**src/rtl/divmod_unit.sv**
```systemverilog
// divmod_unit: iterative restoring divider, the inverse of a registered multiply-add stage.
// Computes A = DATA_IN / B and C = DATA_IN % B, one quotient bit per clock.
//
// Ports:
//   clk        single clock, all logic on posedge
//   reset      synchronous, active-high reset
//   in_valid   DATA_IN/B valid               in_ready   unit can accept an operand pair
//   DATA_IN    dividend                      B          divisor
//   out_valid  A/C/OVF/DIV0 valid            out_ready  consumer accepts result
//   A          quotient (all-ones on OVF or DIV0)
//   C          remainder
//   OVF        true quotient does not fit in SIZE_A bits
//   DIV0       divisor was zero
//
// Optional feature: define DIVMOD_EARLY_EXIT_EN to skip the bit loop when DATA_IN < B.
// Results are identical in both builds; only latency differs.

module divmod_unit #(
  parameter int unsigned SIZE_DATA_IN = 16,
  parameter int unsigned SIZE_B       = 8,
  parameter int unsigned SIZE_A       = 8,
  parameter int unsigned SIZE_C       = 8
) (
  input  logic                    clk,
  input  logic                    reset,
  input  logic                    in_valid,
  output logic                    in_ready,
  input  logic [SIZE_DATA_IN-1:0] DATA_IN,
  input  logic [SIZE_B-1:0]       B,
  output logic                    out_valid,
  input  logic                    out_ready,
  output logic [SIZE_A-1:0]       A,
  output logic [SIZE_C-1:0]       C,
  output logic                    OVF,
  output logic                    DIV0
);

  localparam int unsigned CntW = (SIZE_DATA_IN > 1) ? $clog2(SIZE_DATA_IN) : 1;

  typedef enum logic [1:0] {StIdle, StCalc, StDone} state_e;

  state_e                  state;
  // Holds the dividend; quotient bits shift in at the LSB as dividend bits shift out the top.
  logic [SIZE_DATA_IN-1:0] work;
  logic [SIZE_B-1:0]       divisor;
  // One extra bit so the shifted partial remainder never overflows before the compare.
  logic [SIZE_B:0]         rem;
  logic [CntW-1:0]         cnt;
  logic                    div0_flag;

  logic [SIZE_B:0]         rem_shift;
  logic [SIZE_B:0]         rem_sub;
  logic                    q_bit;
  logic                    quo_ovf;
  logic                    early_exit;

  always_comb begin
    rem_shift = {rem[SIZE_B-1:0], work[SIZE_DATA_IN-1]};
    q_bit     = (rem_shift >= {1'b0, divisor});
    rem_sub   = rem_shift - {1'b0, divisor};
    quo_ovf   = |work[SIZE_DATA_IN-1:SIZE_A];
  end

`ifdef DIVMOD_EARLY_EXIT_EN
  assign early_exit = (DATA_IN < SIZE_DATA_IN'(B));
`else
  assign early_exit = 1'b0;
`endif

  always_ff @(posedge clk) begin
    if (reset) begin
      state     <= StIdle;
      in_ready  <= 1'b0;
      out_valid <= 1'b0;
      A         <= '0;
      C         <= '0;
      OVF       <= 1'b0;
      DIV0      <= 1'b0;
      work      <= '0;
      divisor   <= '0;
      rem       <= '0;
      cnt       <= '0;
      div0_flag <= 1'b0;
    end else begin
      unique case (state)
        StIdle: begin
          in_ready <= 1'b1;
          if (in_valid && in_ready) begin
            in_ready  <= 1'b0;
            divisor   <= B;
            div0_flag <= (B == '0);
            if (B == '0) begin
              // Keep the dividend so its low bits can be returned as C.
              work  <= DATA_IN;
              rem   <= '0;
              state <= StDone;
            end else if (early_exit) begin
              work  <= '0;
              rem   <= DATA_IN[SIZE_B:0];
              state <= StDone;
            end else begin
              work  <= DATA_IN;
              rem   <= '0;
              cnt   <= CntW'(SIZE_DATA_IN - 1);
              state <= StCalc;
            end
          end
        end

        StCalc: begin
          work <= {work[SIZE_DATA_IN-2:0], q_bit};
          rem  <= q_bit ? rem_sub : rem_shift;
          if (cnt == '0) begin
            state <= StDone;
          end else begin
            cnt <= cnt - 1'b1;
          end
        end

        StDone: begin
          // First DONE cycle publishes the result; afterwards hold until the consumer takes it.
          if (!out_valid) begin
            out_valid <= 1'b1;
            DIV0      <= div0_flag;
            OVF       <= !div0_flag && quo_ovf;
            A         <= (div0_flag || quo_ovf) ? '1 : work[SIZE_A-1:0];
            C         <= div0_flag ? work[SIZE_C-1:0] : SIZE_C'(rem);
          end else if (out_ready) begin
            out_valid <= 1'b0;
            state     <= StIdle;
          end
        end

        default: state <= StIdle;
      endcase
    end
  end

endmodule
```
**config.mk**
```make
export PLATFORM = sky130hd
export DESIGN_NAME = divmod_unit
export DESIGN_NICKNAME = d
export VERILOG_FILES = /design/src/rtl/divmod_unit.sv
export SDC_FILE = /design/constraint.sdc
export NUM_CORES = 1
export LEC_CHECK = 0
export CORE_MARGIN = 2
export CORE_UTILIZATION = 50
export DETAILED_ROUTE_END_ITERATION = 8
export GPL_ROUTABILITY_DRIVEN = 0
export HOLD_SLACK_MARGIN = 0.15
export PLACE_DENSITY = 0.75
export SYNTH_ARGS = -nofsm -noshare
export SYNTH_HDL_FRONTEND = slang
export SYNTH_SLANG_ARGS = --single-unit
```
**constraint.sdc**
```tcl
create_clock -name clk -period 3.9 [get_ports clk]
set_input_delay 0.585 -clock clk [delete_from_list [all_inputs] [get_ports clk]]
set_output_delay 0.585 -clock clk [all_outputs]
set_load 0.02 [all_outputs]
```
==> key figures <==
Yosys
  • Syn Area/Cell: 8.114 µm²
  • Post-synth EDFFs: 0
  • Yosys reg bits: 59
  • Syn_nets: 401
  • Distinct cell type count after synthesis: 43
  • YS warnings: 0
  • Post-synth ARST share: 0%
  • Ys flop type: dfxtp_1
  • Syn Std Cell Area: 0.002945 mm²
  • Post-Syn Instances: 363
  • Sequential area share after synthesis: 40.10%

Pwr
  • P_leak: 1.363 nW
  • Worst VDD drop: 0.3390 mV
  • Power, Total: 1.778 mW
  • PD cells: 489.9 mW/mm²

Timing
  • Worst-Margin Slew: 1.002 ns
  • Worst-case clock skew: 0.01110 ns
  • Final Hold Viols: 0
  • Final setup violation count: 0
  • Final min period: 2.124 ns
  • Setup TNS: 0 ns
  • Setup repair after global routing missed its margin: false
  • Slew HR: 33.00%
  • Final slew viol count: 0
  • Period utilization: 54.45%
  • Fmax: 470.9 MHz

Routing
  • Routed wire per std cell: 13.68 µm
  • Residual DRC count: 0
  • Vias per cell: 5.381
  • Total number of vias: 2583
  • First DRT Iteration DRCs: 116
  • Total Routed Length: 6567 µm
  • Antenna Nets Post-Route: 0
  • Drt first pass iters: 5

Layout
  • Syn-to-layout area delta: 23.24%
  • Nets@finish: 441
  • Commonest non-fill, non-tap cells in the layout: nand2_1, dfxtp_1, nor2_1
  • Leading cell type in the layout, fill and taps excluded: nand2_1
  • Share of cells above drive strength 1: 8.088%
  • Antenna Cells: 0

CTS
  • Htree depth: 3
  • Postcts setup bufs: 0
  • CTS tree: done
  • CTS sink cnt: 59
  • Clock Tree Root: clkbuf_8
  • Latest clock arrival within the worst-skew pair: 0.34 ns
  • Num CTS Buffers: 9
  • Clock Tree Buf Depth: 2
  • CTS Hold Buffers Added: 0
  • Post-cts resize count: 0
  • Worst-path clk slew: 0.07 ns

Setup path
  • Worst setup EP type: flop
  • Startpoint Class: input pin
  • WP data arrival: 2.37 ns
  • CP Data Required Time: 4.15 ns
  • Crit Path Class: input pin to flop
  • Max Fanout on Critical Path: 18

Global routing
  • Via count of the first global-routing pass: 2348
  • Largest net degree at the start of global routing: 29
  • Initial antenna violation count: 0
  • GRT Overall Usage: 21.85%
  • First-pass GRT wire length: 10920 µm
  • Total gr overflow: 0

Floorplan
  • Initial Utilization: 52.52%
  • DIE AREA: 0.006521 mm²
  • Die Wd: 80.75 µm
  • Row count: 27
  • Core ar.: 0.005608 mm²
  • # IOs: 48
  • Die H: 80.75 µm

Placed design
  • Detail Placement HPWL: 4708 µm
  • I/O Buffers: 47

Min path
  • Class of the worst hold path: flop to flop

Outcome
  • Outcome: completed

Run
  • # Max-Cap Violations: 0
==> metrics by stage <==
| stage | worst slack [ns] | utilization [%] | instance area (µm²) | std cells | hold slack, ns |
|---|---|---|---|---|---|
| after floorplan | 2.131 | - | 2945 | 363 | 0.4363 |
| after global placement | 1.509 | 60.93 | 3417 | 464 | 0.4459 |
| after detailed placement | 1.433 | 60.93 | 3417 | 464 | 0.4489 |
| after CTS | 1.782 | 64.73 | 3630 | 480 | 0.4572 |
| after global routing | 1.577 | 64.73 | 3630 | 480 | 0.4810 |
| final | 1.776 | 64.73 | 3630 | 480 | 0.4571 |
==> Yosys cell counts, types with 3 or more instances <==
master    number  area [µm²]
a211oi_1      10       75.07
xnor2_1        3       26.28
a31oi_1        3       18.77
ha_1           9       112.6
nor2_1        56       210.2
nand3_1        4       20.02
nor4_1         4       25.02
a311oi_1      17       148.9
dfxtp_1       59        1181
a21oi_1       16       80.08
clkbuf_1      10       37.54
inv_1         16       60.06
buf_2          7       35.03
nand2_1       67       251.5
o21ai_0       11       55.05
nor3_1        13       65.06
nor2b_1        6       37.54
mux2i_1       16       160.2
nand2b_1       6       37.54
==> report_power, final <==
part / switching (mW) / internal, mW / leakage (nW)
combinational: 0.251 / 0.216 / 0.773
clock: 0.241 / 0.345 / 0.108
sequential: 0.0585 / 0.667 / 0.481
==> area by class of cell <==
| class | instances | area, µm² |
|---|---|---|
| Clock inverter | 4 | 47.55 |
| Tap cell | 72 | 90.09 |
| Inverter | 16 | 60.06 |
| Clock buffer | 12 | 165.2 |
| Timing Repair Buffer | 51 | 495.5 |
| Multi-Input combinational cell | 266 | 1590 |
| Fill cell | 497 | 1978 |
| Sequential cell | 59 | 1181 |
==> worst max-delay path, stage by stage <==
cell	delay (ns)
clkdlybuf4s50_1	0.50
nand2_1	0.11
nor3_4	0.54
o32a_2	0.32
a21oi_1	0.08
a311oi_1	0.24
==> per-layer routing <==
layer / wire length [µm] / up-vias / GRT usage, %
met5: 0 / - / 0
met4: 59 / 0 / 6.949
met3: 315 / 6 / 7.889
met2: 3085 / 49 / 34.42
met1: 3107 / 1186 / 28.04
li1: - / 1342 / -
==> final timing paths <==
kind | start | end | slack (ns) | depth (start not counted)
max reg2reg | state[0] | rem[5] | 1.80 | 6
max | in_valid | cnt[2] | 1.78 | 6
min reg2reg | divisor[3] | divisor[3] | 0.46 | 2
min | divisor[3] | divisor[3] | 0.46 | 2
==> state kept, by name, indices dropped and copies added (netlist names) <==
register   count
rem            8
in_ready       1
div0_flag      1
A              8
C              8
OVF            1
work          16
DIV0           1
out_valid      1
state          2
divisor        8
cnt            4
==> logic make-up after synthesis <==
group	synth area share, %
AOI/OAI and AO/OA	18.48
adders and majority gates	4.503
DFF	40.10
buffers and inverters	5.905
and+or+nand+nor	24.38
xor gates and xnor gates	1.190
muxes	5.437
(Power assumes the default switching activity.)
